==> config.mk <==
export PLATFORM = sky130hd
export DESIGN_NAME = pipe_hazard_ctrl
export DESIGN_NICKNAME = d
export VERILOG_FILES = /design/src/rtl/pipe_ctrl_pkg.sv /design/src/rtl/hazard_cmp.sv /design/src/rtl/pipe_hazard_ctrl.sv
export SDC_FILE = /design/constraint.sdc
export NUM_CORES = 1
export LEC_CHECK = 0
export CAP_MARGIN = 25
export CELL_PAD_IN_SITES_DETAIL_PLACEMENT = 0
export CELL_PAD_IN_SITES_GLOBAL_PLACEMENT = 1
export CORE_UTILIZATION = 38
export DETAILED_ROUTE_END_ITERATION = 16
export GPL_TIMING_DRIVEN = 0
export PLACE_DENSITY = 0.95
export SYNTH_ARGS = -nofsm -noshare
export SYNTH_HDL_FRONTEND = slang
export SYNTH_SLANG_ARGS = --single-unit
==> constraint.sdc <==
create_clock -name in_clk -period 5.09 [get_ports in_clk]
set_input_delay 1.527 -clock in_clk [delete_from_list [all_inputs] [get_ports in_clk]]
set_output_delay 1.527 -clock in_clk [all_outputs]
set_load 0.05 [all_outputs]
==> src/rtl/pipe_ctrl_pkg.sv <==
// rtl/pipe_ctrl_pkg.sv - shared types and constants for the pipeline sequencing controller
package pipe_ctrl_pkg;

  typedef enum logic {
    RUN      = 1'b0,
    MDU_BUSY = 1'b1
  } ctrl_state_t;

  localparam logic [4:0] REG_ZERO = 5'd0;

endpackage

==> src/rtl/hazard_cmp.sv <==
// rtl/hazard_cmp.sv - source/destination match of the ID sources against one later stage
import pipe_ctrl_pkg::*;

module hazard_cmp (
  input  logic [4:0] rs_addr,
  input  logic       rs_used,
  input  logic [4:0] rt_addr,
  input  logic       rt_used,
  input  logic [4:0] rd_waddr,
  input  logic       rd_wena,
  output logic       match
);

  logic dest_live;
  logic rs_hit;
  logic rt_hit;

  // A stage only produces a hazard when it really writes a non-zero register.
  always_comb begin
    dest_live = rd_wena && (rd_waddr != REG_ZERO);
    rs_hit    = dest_live && rs_used && (rs_addr == rd_waddr);
    rt_hit    = dest_live && rt_used && (rt_addr == rd_waddr);
    match     = rs_hit || rt_hit;
  end

endmodule

==> src/rtl/pipe_hazard_ctrl.sv <==
// rtl/pipe_hazard_ctrl.sv - load-use/branch hazard detection and MDU front-end freeze
import pipe_ctrl_pkg::*;

module pipe_hazard_ctrl #(
  parameter int MDU_LAT = 32
) (
  input  logic        in_clk,
  input  logic        in_rst,
  input  logic [4:0]  in_id_rs_addr,
  input  logic [4:0]  in_id_rt_addr,
  input  logic        in_id_rs_used,
  input  logic        in_id_rt_used,
  input  logic        in_id_is_branch,
  input  logic        in_id_branch_taken,
  input  logic        in_id_is_mdu,
  input  logic [4:0]  in_ex_rd_waddr,
  input  logic        in_ex_rd_wena,
  input  logic        in_ex_is_load,
  input  logic [4:0]  in_mem_rd_waddr,
  input  logic        in_mem_rd_wena,
  input  logic        in_mem_is_load,
  output logic        out_pc_hold,
  output logic        out_if_id_hold,
  output logic        out_if_id_flush,
  output logic        out_id_ex_bubble,
  output logic        out_mdu_start,
  output logic        out_mdu_busy,
  output logic [31:0] out_stall_cnt
);

  // The issue cycle counts toward occupancy, so the busy window is one shorter.
  localparam logic [5:0] CNT_LOAD = 6'(MDU_LAT - 1);

  ctrl_state_t state;
  ctrl_state_t state_nxt;
  logic [5:0]  cnt;
  logic [5:0]  cnt_nxt;

  logic ex_match;
  logic mem_match;
  logic lu_haz;
  logic br_haz;
  logic stall;

  hazard_cmp u_cmp_ex (
    .rs_addr  (in_id_rs_addr),
    .rs_used  (in_id_rs_used),
    .rt_addr  (in_id_rt_addr),
    .rt_used  (in_id_rt_used),
    .rd_waddr (in_ex_rd_waddr),
    .rd_wena  (in_ex_rd_wena),
    .match    (ex_match)
  );

  hazard_cmp u_cmp_mem (
    .rs_addr  (in_id_rs_addr),
    .rs_used  (in_id_rs_used),
    .rt_addr  (in_id_rt_addr),
    .rt_used  (in_id_rt_used),
    .rd_waddr (in_mem_rd_waddr),
    .rd_wena  (in_mem_rd_wena),
    .match    (mem_match)
  );

  // Hazards only matter while the front end is running; MDU occupancy overrides them.
  always_comb begin
    lu_haz = (state == RUN) && ex_match && in_ex_is_load;
    br_haz = (state == RUN) && in_id_is_branch &&
             (ex_match || (mem_match && in_mem_is_load));
    stall  = lu_haz || br_haz;
  end

  // State and MDU occupancy counter.
  always_ff @(posedge in_clk or posedge in_rst) begin
    if (in_rst) begin
      state <= RUN;
      cnt   <= 6'd0;
    end else begin
      state <= state_nxt;
      cnt   <= cnt_nxt;
    end
  end

  // Next state and pipeline controls; everything is held low while reset is asserted.
  always_comb begin
    state_nxt        = state;
    cnt_nxt          = cnt;
    out_pc_hold      = 1'b0;
    out_if_id_hold   = 1'b0;
    out_if_id_flush  = 1'b0;
    out_id_ex_bubble = 1'b0;
    out_mdu_start    = 1'b0;
    out_mdu_busy     = 1'b0;
    if (!in_rst) begin
      case (state)
        MDU_BUSY: begin
          out_pc_hold      = 1'b1;
          out_if_id_hold   = 1'b1;
          out_id_ex_bubble = 1'b1;
          out_mdu_busy     = 1'b1;
          cnt_nxt          = cnt - 6'd1;
          if (cnt == 6'd1) begin
            state_nxt = RUN;
          end
        end
        default: begin
          if (stall) begin
            out_pc_hold      = 1'b1;
            out_if_id_hold   = 1'b1;
            out_id_ex_bubble = 1'b1;
          end else begin
            out_if_id_flush = in_id_branch_taken;
            if (in_id_is_mdu) begin
              out_mdu_start = 1'b1;
              cnt_nxt       = CNT_LOAD;
              state_nxt     = MDU_BUSY;
            end
          end
        end
      endcase
    end
  end

  // Saturating count of front-end hold cycles.
  always_ff @(posedge in_clk or posedge in_rst) begin
    if (in_rst) begin
      out_stall_cnt <= 32'd0;
    end else if (out_pc_hold && (out_stall_cnt != 32'hFFFF_FFFF)) begin
      out_stall_cnt <= out_stall_cnt + 32'd1;
    end
  end

endmodule
**After elaboration in Yosys (flattened, before gate mapping)**

Index checks and enable logic that the tools add are counted.
W data, S select, Z words.

- Bits in registers: 39
- Input bits: 31
- Word-level logic and storage cells: 55

- $add $sub $neg: 2
- Equality and inequality tests: 7
- Mux-type cells: 17
- Bitwise operators: 2
- Reduce and logical (&&, ||, !) cells: 24

Operator list:

| cell | count |
|---|---|
| $add A32 B1 Y32 const B | 1 |
| $ne A32 B32 Y1 const B | 1 |
| $eq A5 B5 Y1 | 4 |
| $mux W6 | 3 |
| $logic_and A1 B1 Y1 | 16 |
| $mux W1 | 14 |
| $reduce_bool A5 Y1 | 2 |
| $eq A6 B1 Y1 const B | 1 |
| $sub A6 B1 Y6 const B | 1 |
| $logic_or A1 B1 Y1 | 4 |
| $reduce_and A3 Y1 | 1 |
| $ne A2 B2 Y1 const B | 1 |
| $not A1 Y1 | 2 |
| $reduce_bool A2 Y1 | 1 |

**Longest topological paths before layout**

Gate-level depths: netlist (run 1).

- Depth after elaboration: 13
- Depth in mapped cells: 9
- Gate-level depth less buffers: 7

**Hierarchy**

Synthesis (run 1) repeated with hierarchy kept, for this count alone.

- Cell total of the unflattened synthesis: 233
- Area, all modules: 2,318.5 µm²

Modules (own cells, without submodules):

| module | times used | cells an instance | area each (µm²) | sequential area each (µm²) |
|---|---|---|---|---|
| pipe_hazard_ctrl | 1 | 199 | 2,050.7 | 975.9 |
| hazard_cmp | 2 | 17 | 133.9 | 0.0 |

**Worst setup path after synthesis (run 1)**

Ideal clock, no wire load.

- Kind: input port to output port
- Start: in in_id_rt_addr[3]
- End: out out_mdu_start
- Arrival time: 3,216 ps
- Path slack: 347 ps
- Stages: 6
- Buffers on the path: 0
- Cells stage by stage: xnor2_1 nand4_1 o22ai_1 a22oi_1 nand2_1 nor3_1

- Longest elaborated chain between the ends: 10
- Elaborated cells on any way between the ends: 15
- Those cells by class: eq/ne (2); mux (3); reduce/logical (10)

Ends and longest elaborated chain:

| item | line | source |
|---|---|---|
| from (decl) | pipe_hazard_ctrl.sv:10 | `input logic [4:0] in_id_rt_addr,` |
| $eq A5 B5 Y1 | hazard_cmp.sv:22 | `rt_hit = dest_live && rt_used && (rt_addr == rd_waddr);` |
| $logic_and A1 B1 Y1 | hazard_cmp.sv:22 |  |
| $logic_or A1 B1 Y1 | hazard_cmp.sv:23 | `match = rs_hit \|\| rt_hit;` |
| $logic_and A1 B1 Y1 | pipe_hazard_ctrl.sv:69 | `(ex_match \|\| (mem_match && in_mem_is_load));` |
| $logic_or A1 B1 Y1 | pipe_hazard_ctrl.sv:69 |  |
| $logic_and A1 B1 Y1 | pipe_hazard_ctrl.sv:68 | `br_haz = (state == RUN) && in_id_is_branch &&` |
| $logic_or A1 B1 Y1 * | pipe_hazard_ctrl.sv:70 | `stall = lu_haz \|\| br_haz;` |
| $mux W1 * | pipe_hazard_ctrl.sv:107 | `if (stall) begin` |
| $mux W1 * | pipe_hazard_ctrl.sv:95 | `case (state)` |
| $mux W1 * | pipe_hazard_ctrl.sv:94 | `if (!in_rst) begin` |
| to (decl) | pipe_hazard_ctrl.sv:26 | `output logic out_mdu_start,` |

Every way passes the cells marked *; elsewhere a longest branch is shown, timed or not.

**Final worst setup path (run 1)**

- Start: in in_ex_rd_waddr[1]
- End: out out_if_id_flush

- Longest elaborated chain between the ends: 11
- Elaborated cells on any way between the ends: 17
- Those cells by class: eq/ne (2); mux (3); reduce/logical (12)

Ends and longest elaborated chain:

| item | line | source |
|---|---|---|
| from (decl) | pipe_hazard_ctrl.sv:16 | `input logic [4:0] in_ex_rd_waddr,` |
| $reduce_bool A5 Y1 | hazard_cmp.sv:20 | `dest_live = rd_wena && (rd_waddr != REG_ZERO);` |
| $logic_and A1 B1 Y1 | hazard_cmp.sv:20 |  |
| $logic_and A1 B1 Y1, on equally long branches (2 in series) | hazard_cmp.sv:21, hazard_cmp.sv:22 |  |
| $logic_or A1 B1 Y1 * | hazard_cmp.sv:23 |  |
| $logic_and A1 B1 Y1 / $logic_or A1 B1 Y1 (equally long branches) | pipe_hazard_ctrl.sv:67, pipe_hazard_ctrl.sv:69 |  |
| $logic_and A1 B1 Y1, on equally long branches | pipe_hazard_ctrl.sv:67, pipe_hazard_ctrl.sv:68 |  |
| $logic_or A1 B1 Y1 * | pipe_hazard_ctrl.sv:70 |  |
| $mux W1 * | pipe_hazard_ctrl.sv:107 |  |
| $mux W1 * | pipe_hazard_ctrl.sv:95 |  |
| $mux W1 * | pipe_hazard_ctrl.sv:94 |  |
| to (decl) | pipe_hazard_ctrl.sv:24 | `output logic out_if_id_flush,` |

Marks and branches as above.

==> metrics.md, run 1 <==
| Metric | Value |
|---|---|
| Clock Latency Late Sink | `about 0.30 ns` |
| Drt wl/cell | `~15 um` |
| Cell area after synthesis | `2200 sq um` |
| Largest stage delay, worst path | `roughly 0.54 ns` |
| Grt ovf | `0` |
| Place WS | `-0.569 ns` |
| Register area share after synthesis | `44.3%` |
| GP Congestion | `between 0.8 and 0.9` |
| Seq pwr share | `a little under two fifths` |
| Clock slew at reported path FFs | `~0.070 ns` |
| # rows | `27` |
| FF-to-FF setup slack | `~2.8 ns` |
| DR iter-0 viols | `108` |
| Pwr/cell area | `~360 nW/um^2` |
| CP required | `3.56 ns` |
| Final wirelength | `roughly 5.4 mm` |
| Commonest non-fill, non-tap cells in the layout | `clkdlybuf4s50_1, xnor2_1, dfrtp_1` |
| CP startpoint kind | `input port` |
| Die Width | `78.2 um` |
| CP Class | `input port to primary output` |
| Worst-case reg-to-reg path depth | `9` |
| CP bufs+invs | `2` |
| Share of layout cells above drive strength 1 | `under 10%` |
| P&R area growth vs syn | `40.4%` |
| Leakage dissipation | `approximately 1.3 nW` |
| Number of synthesized flops with an enable pin | `0` |
| GRT Overall Usage | `a little under a fifth` |
| CP max stage cell | `dlygate4sd2_1` |
| Top cells by area, synth | `dfrtp_1, xnor2_1, and3_1` |
| Number of global-route vias before repair | `approximately 1900` |
| Setup ws final | `0.138 ns` |
| Setup-failing EPs final | `0` |
| Buffers on Ports | `68` |
| Most common cell after layout, fill and taps aside | `clkdlybuf4s50_1` |
| Endpoints failing hold | `0` |
| Final period util | `between 90 and 100%` |
| Antenna Cells | `0` |
| Antenna Nets Post-Route | `0` |
| Switching share of total power | `approximately 38%` |
| Top-area cell type share of the netlist area | `44.3%` |
| Net load switching power | `between 0.4 and 0.5 mW` |
| #FFs+latches synth | `39` |
| Setup TNS | `0 ns` |
| Tmin final | `between 4 and 5 ns` |
| Combinational Power Share | `37.9%` |
| Synth Area per Inst | `around 10 sq um` |
| Slew Limit Fails | `0` |
| First-pass GRT wire length | `around 9.0 mm` |
| Clock power share | `24.3%` |
| Setup crit end kind | `primary output` |
| DRC | `0` |
| Drt first pass iters | `4` |
| CTS Buffer Depth | `2` |
| Ys async rst share | `between 90% and 100%` |
| Vias per inst | `a little over 5` |
| Vias | `roughly 1900` |
| Internal power | `a little under 0.7 mW` |
| IO Pins | `69` |
| Root buffer cell | `clkbuf_8` |
| Core footprint | `~5500 sq um` |
| Netlist cell types | `37` |
| Clk_skew | `roughly 0.012 ns` |
| RSZ-0062 raised after global routing | `false` |
| Achievable Freq | `202 MHz` |
| Syn Inst Count | `between 200 and 250` |
| Slew HR | `between 60 and 70%` |
| Top delay family on crit path | `buffers and inverters` |
| Top FF cell, synth | `dfrtp_1` |
| Outcome | `finished clean` |
| Max-Cap Viols | `0` |
| Peak supply drop | `just over 0.0004 V` |
| Syn. warnings | `0` |
| Chip Height | `around 80 um` |
| Critical path arrival | `3.43 ns` |
| H-tree depth | `2` |
| Initial antenna violation count | `0` |
| DIE AREA | `just over 6000 sq um` |
| HPWL Detailed | `slightly below 4 mm` |
| Initial core utilization | `between 30% and 40%` |
| Worst Hold Depth | `1` |
| Clock tree from TritonCTS | `yes` |
| Hold crit path type | `register to register` |
| Crit-path max FO | `3` |
| Worst Max-Slew Pin Slew | `0.530 ns` |
| Syn_nets | `between 200 and 250` |
| Largest net degree at the start of global routing | `42` |
| Stages on worst setup path | `6` |
| Layout Nets | `between 300 and 400` |
| Clock buffer count from CTS | `5` |
| Synth area leader | `dfrtp_1` |
| Crit-path cells | `clkdlybuf4s50_1 > nor3_1 > a21oi_1 > a22oi_1 > and4_1 > dlygate4sd2_1` |
| CTS Sinks | `39` |
==> through the flow <==
stage               utilization [%]  power (mW)  hold WS (ns)  instances  cell area, sq um
CTS                            55.9        1.11         0.489        364              3100
global placement               53.7       0.830         0.473        355              2980
floorplan                         -       0.696         0.518        215              2200
finish                         55.9        1.10         0.490        364              3100
detailed placement             53.7       0.843         0.477        355              2980
global route                   55.9        1.16         0.519        364              3100
==> final timing paths <==
| check | start | endpoint |
|---|---|---|
| min in group asynchronous | in_rst | state |
| min reg2reg | out_stall_cnt[26] | out_stall_cnt[26] |
| max in group asynchronous | in_rst | out_stall_cnt[3] |
| max reg2reg | out_stall_cnt[2] | out_stall_cnt[12] |
| max | in_ex_rd_waddr[1] | out_if_id_flush |
| min | out_stall_cnt[26] | out_stall_cnt[26] |
==> final cells by class <==
class / count / area (sq um)
Multi-Input combinational cell: 163 / 1160
Fill cell: 501 / 2440
Clock inverter: 2 / 35.0
Tap cell: 72 / 90.1
Clock buffer: 6 / 82.6
Buffer: 5 / 45.0
Inverter: 8 / 35.0
Timing Repair Buffer: 69 / 672
Sequential cell: 39 / 976
==> timing repair <==
item	in CTS	in global routing
buffers inserted	1	0
resized for setup	17	6
endpoints found under the setup margin	5	3
pin swaps	1	0
hold buffers	0	0
==> sequential cells by signal, summed over array words and instances, names as in the netlist <==
signal         flops
cnt                6
state              1
out_stall_cnt     32
==> power by group through the flow <==
| stage | logic (mW) | clock network [mW] | registers (mW) |
|---|---|---|---|
| after floorplan | 0.206 | 0 | 0.490 |
| after global placement | 0.409 | 0 | 0.420 |
| after detailed placement | 0.420 | 0 | 0.423 |
| after CTS | 0.422 | 0.273 | 0.418 |
| after global routing | 0.452 | 0.286 | 0.427 |
| final | 0.417 | 0.267 | 0.417 |
==> per-layer routing <==
| metal | vias up | track usage, % | routed length, um |
|---|---|---|---|
| met3 | 4 | 6.16 | 516 |
| met4 | 0 | 5.74 | 53 |
| li1 | 917 | - | - |
| met2 | 74 | 31.3 | 2440 |
| met1 | 886 | 22.8 | 2420 |
| met5 | - | 0 | 0 |
==> kinds of logic after synthesis <==
logic type / synth area share [%]
flip-flops: 44.3
AND/OR/NAND/NOR: 22.6
adder cells (fa/ha/maj): 1.70
multiplexers: 1.02
buffers and inverters: 3.41
XOR/XNOR: 19.9
AO/OA/AOI/OAI: 7.09
==> cell usage after synthesis (all sizes together), types with 3 or more instances <==
| library cell | instances |
|---|---|
| and4 | 6 |
| buf | 5 |
| xnor2 | 42 |
| a2bb2oi | 3 |
| ha | 3 |
| xor2 | 8 |
| nand2 | 17 |
| and3 | 14 |
| nor3 | 7 |
| nor2 | 8 |
| nand3 | 10 |
| and2 | 3 |
| a21oi | 5 |
| nand4 | 14 |
| inv | 8 |
| dfrtp | 39 |
| o22ai | 3 |
No activity file was read; power rests on OpenSTA's default activity.
==> run 2, diff against run 1 <==
--- a/config.mk
+++ b/config.mk
@@ -12,6 +12,7 @@
 export DETAILED_ROUTE_END_ITERATION = 16
 export GPL_TIMING_DRIVEN = 0
 export PLACE_DENSITY = 0.95
+export SKIP_LAST_GASP = 1
 export SYNTH_ARGS = -nofsm -noshare
 export SYNTH_HDL_FRONTEND = slang
 export SYNTH_SLANG_ARGS = --single-unit
==> run 2 against run 1 <==
Critical path depth increased by 3. Register-to-register slack hardly changed. Wire length about the same. Global-route usage unchanged. Clock-buffer cell count did not move. Total power shrank 0.11%. Maximum frequency decreased by 0.63%. Sequential share of layout area about the same. Die area stayed put. Sequential power barely moved. Utilization is essentially flat. Critical path type unchanged. Critical endpoint is now out_pc_hold. Largest power group unchanged. Highest routed layer unchanged.
==> metrics.md, run 2 (synthesis results as in run 1) <==
| Metric | Value |
|---|---|
| Outcome | `finished clean` |
| DIE AREA | `6110 sq um` |
| Worst Hold Path EP | `out_stall_cnt[26]` |
| Tmin final | `4.98 ns` |
| Slew HR | `between 60% and 70%` |
| HPWL Detailed | `3.94 mm` |
| Pwr/cell area | `356 nW/um^2` |
| Setup ws final | `about 0.11 ns` |
| Max-Cap Viols | `0` |
| Chip Height | `a little under 80 um` |
| Top delay family on crit path | `buffers and inverters` |
| Register area | `about 980 sq um` |
| DRC | `0` |
| Min-delay src | `out_stall_cnt[26]` |
| CP max stage cell | `clkdlybuf4s50_1` |
| Critical path arrival | `~3.5 ns` |
| Total power | `between 1 and 1.5 mW` |
| Fillers | `between 500 and 600` |
| Met1 Track Usage GR | `between 20% and 30%` |
| Most common cell after layout, fill and taps aside | `clkdlybuf4s50_1` |
| Clock Latency Late Sink | `around 0.30 ns` |
| CP Class | `input port to primary output` |
| P&R area growth vs syn | `40.3%` |
| Peak supply drop | `just over 0.0004 V` |
| CTS Sinks | `39` |
| CTS Buffer Depth | `2` |
| Layout Nets | `about 330` |
| GR peak layer | `met2` |
| Drt first pass iters | `4` |
| GRT Overall Usage | `18.7%` |
| Worst-case reg-to-reg path depth | `9` |
| Number of global-route vias before repair | `between 1500 and 2000` |
| Hold crit path type | `register to register` |
| Commonest non-fill, non-tap cells in the layout | `clkdlybuf4s50_1, xnor2_1, dfrtp_1` |
| Final wirelength | `~5.4 mm` |
| Share of layout cells above drive strength 1 | `a little under a tenth` |
| Endpoints failing hold | `0` |
| Vias | `1874` |
| Clk_skew | `0.0122 ns` |
| H-tree depth | `2` |
| CP startpoint kind | `input port` |
| Worst Hold Depth | `1` |
| First-pass GRT wire length | `8.98 mm` |
| Slew Limit Fails | `0` |
| Worst Max-Slew Pin Slew | `0.530 ns` |
| Antenna Nets Post-Route | `0` |
| FF-to-FF setup slack | `2.81 ns` |
| Vias per inst | `just over 5` |
| Clock slew at reported path FFs | `0.07 ns` |
| Initial antenna violation count | `0` |
| Biggest regs | `out_stall_cnt x32, cnt x6, state x1` |
| Final period util | `roughly 98%` |
| Place WS | `-0.569 ns` |
| Initial core utilization | `between 30% and 40%` |
| DR iter-0 viols | `105` |
| Worst Setup SP | `in_mem_rd_waddr[0]` |
| Clock tree from TritonCTS | `yes` |
| Setup TNS | `0 ns` |
| Clock buffer count from CTS | `5` |
| Achievable Freq | `roughly 200 MHz` |
| Grt met3 use | `under 10%` |
| Crit-path max FO | `5` |
| # rows | `27` |
| Leakage dissipation | `between 1 and 1.5 nW` |
| Drt wl/cell | `14.9 um` |
| Crit-path cells | `clkdlybuf4s50_1 > xnor2_1 > nand4_1 > o22ai_1 > a221oi_2 > or2_1 > inv_1 > buf_4 > buf_2` |
| Multi-input logic area | `around 1200 sq um` |
| Worst r2r src | `out_stall_cnt[2]` |
| Core footprint | `5540 sq um` |
| Antenna Cells | `0` |
| Grt ovf | `0` |
| Largest register FFs | `32` |
| Setup-failing EPs final | `0` |
| Routing usage on met2 | `31.3%` |
| IO Pins | `69` |
| Setup crit end kind | `primary output` |
| GP Congestion | `approximately 0.86` |
| RSZ-0062 raised after global routing | `true` |
| Largest Register | `out_stall_cnt` |
| Die Width | `78.2 um` |
| Reg-to-reg endpoint | `out_stall_cnt[12]` |
| Root buffer cell | `clkbuf_8` |
| Largest net degree at the start of global routing | `42` |
| Buffers on Ports | `68` |
| CP bufs+invs | `4` |
| Largest stage delay, worst path | `between 0.5 and 0.6 ns` |
| CP required | `between 3 and 4 ns` |
run 2: cell count changes in the layout (fill, tap and decap cells not counted):
cell   change
buf_2      +1
buf_4      -1
run 2: how the worst max path moves through the flow:
| stage | end | slack [ns] | depth (start not counted) |
|---|---|---|---|
| 6_report | out_pc_hold | 0.11 | 9 |
| 5_1_grt | out_pc_hold | -0.008 | 9 |
| 4_1_cts | out_pc_hold | -0.07 | 9 |
| 3_5_place_dp | out_pc_hold | -0.57 | 9 |
| 3_3_place_gp | out_if_id_flush | -0.93 | 4 |
| 2_1_floorplan | out_mdu_start | 0.35 | 6 |
run 2: area by class of cell:
cell class                 instances  share of cell area (%)
clock inverter                     2                    1.13
sequential                        39                    31.6
timing repair buffer              69                    21.6
tap                               72                    2.91
buffer                             5                    1.46
clock buffer                       6                    2.67
inverter                           8                    1.13
multi-input combinational        163                    37.5
run 2: metrics by stage:
| stage | cell area (sq um) | util (%) | hold WS, ns | std cells |
|---|---|---|---|---|
| 4_1_cts | 3100 | 56.0 | 0.489 | 364 |
| 5_1_grt | 3090 | 55.8 | 0.519 | 364 |
| 3_3_place_gp | 2980 | 53.7 | 0.473 | 355 |
| 6_report | 3090 | 55.8 | 0.490 | 364 |
| 3_5_place_dp | 2980 | 53.7 | 0.477 | 355 |
| 2_1_floorplan | 2200 | - | 0.518 | 215 |
run 2: worst reg2reg max path: stages, from the launching register on:
cell and delay, ns:
dfrtp_1 0.43, and3_1 0.18, and2_4 0.16, and4_1 0.20, buf_6 0.14, a41o_1 0.25
nor2_2 0.28, buf_4 0.25, nand4_1 0.13, xnor2_1 0.14
run 2: per-layer routing:
| layer | share of wire, % | wire [um] |
|---|---|---|
| met1 | 45 | 2420 |
| met2 | 45 | 2450 |
| met3 | 9.4 | 508 |
| met4 | 0.98 | 53 |
| met5 | 0 | 0 |
run 2: power breakdown:
part	internal, mW	switching (mW)
sequential	0.358	0.0583
clock	0.159	0.109
combinational	0.168	0.248
run 2: timing repair:
action | in CTS | in global routing
setup endpoints to repair | 5 | 4
gates resized for setup | 16 | 8
pin swaps | 1 | 0
hold buffers | 0 | 0
buffers inserted | 1 | 0
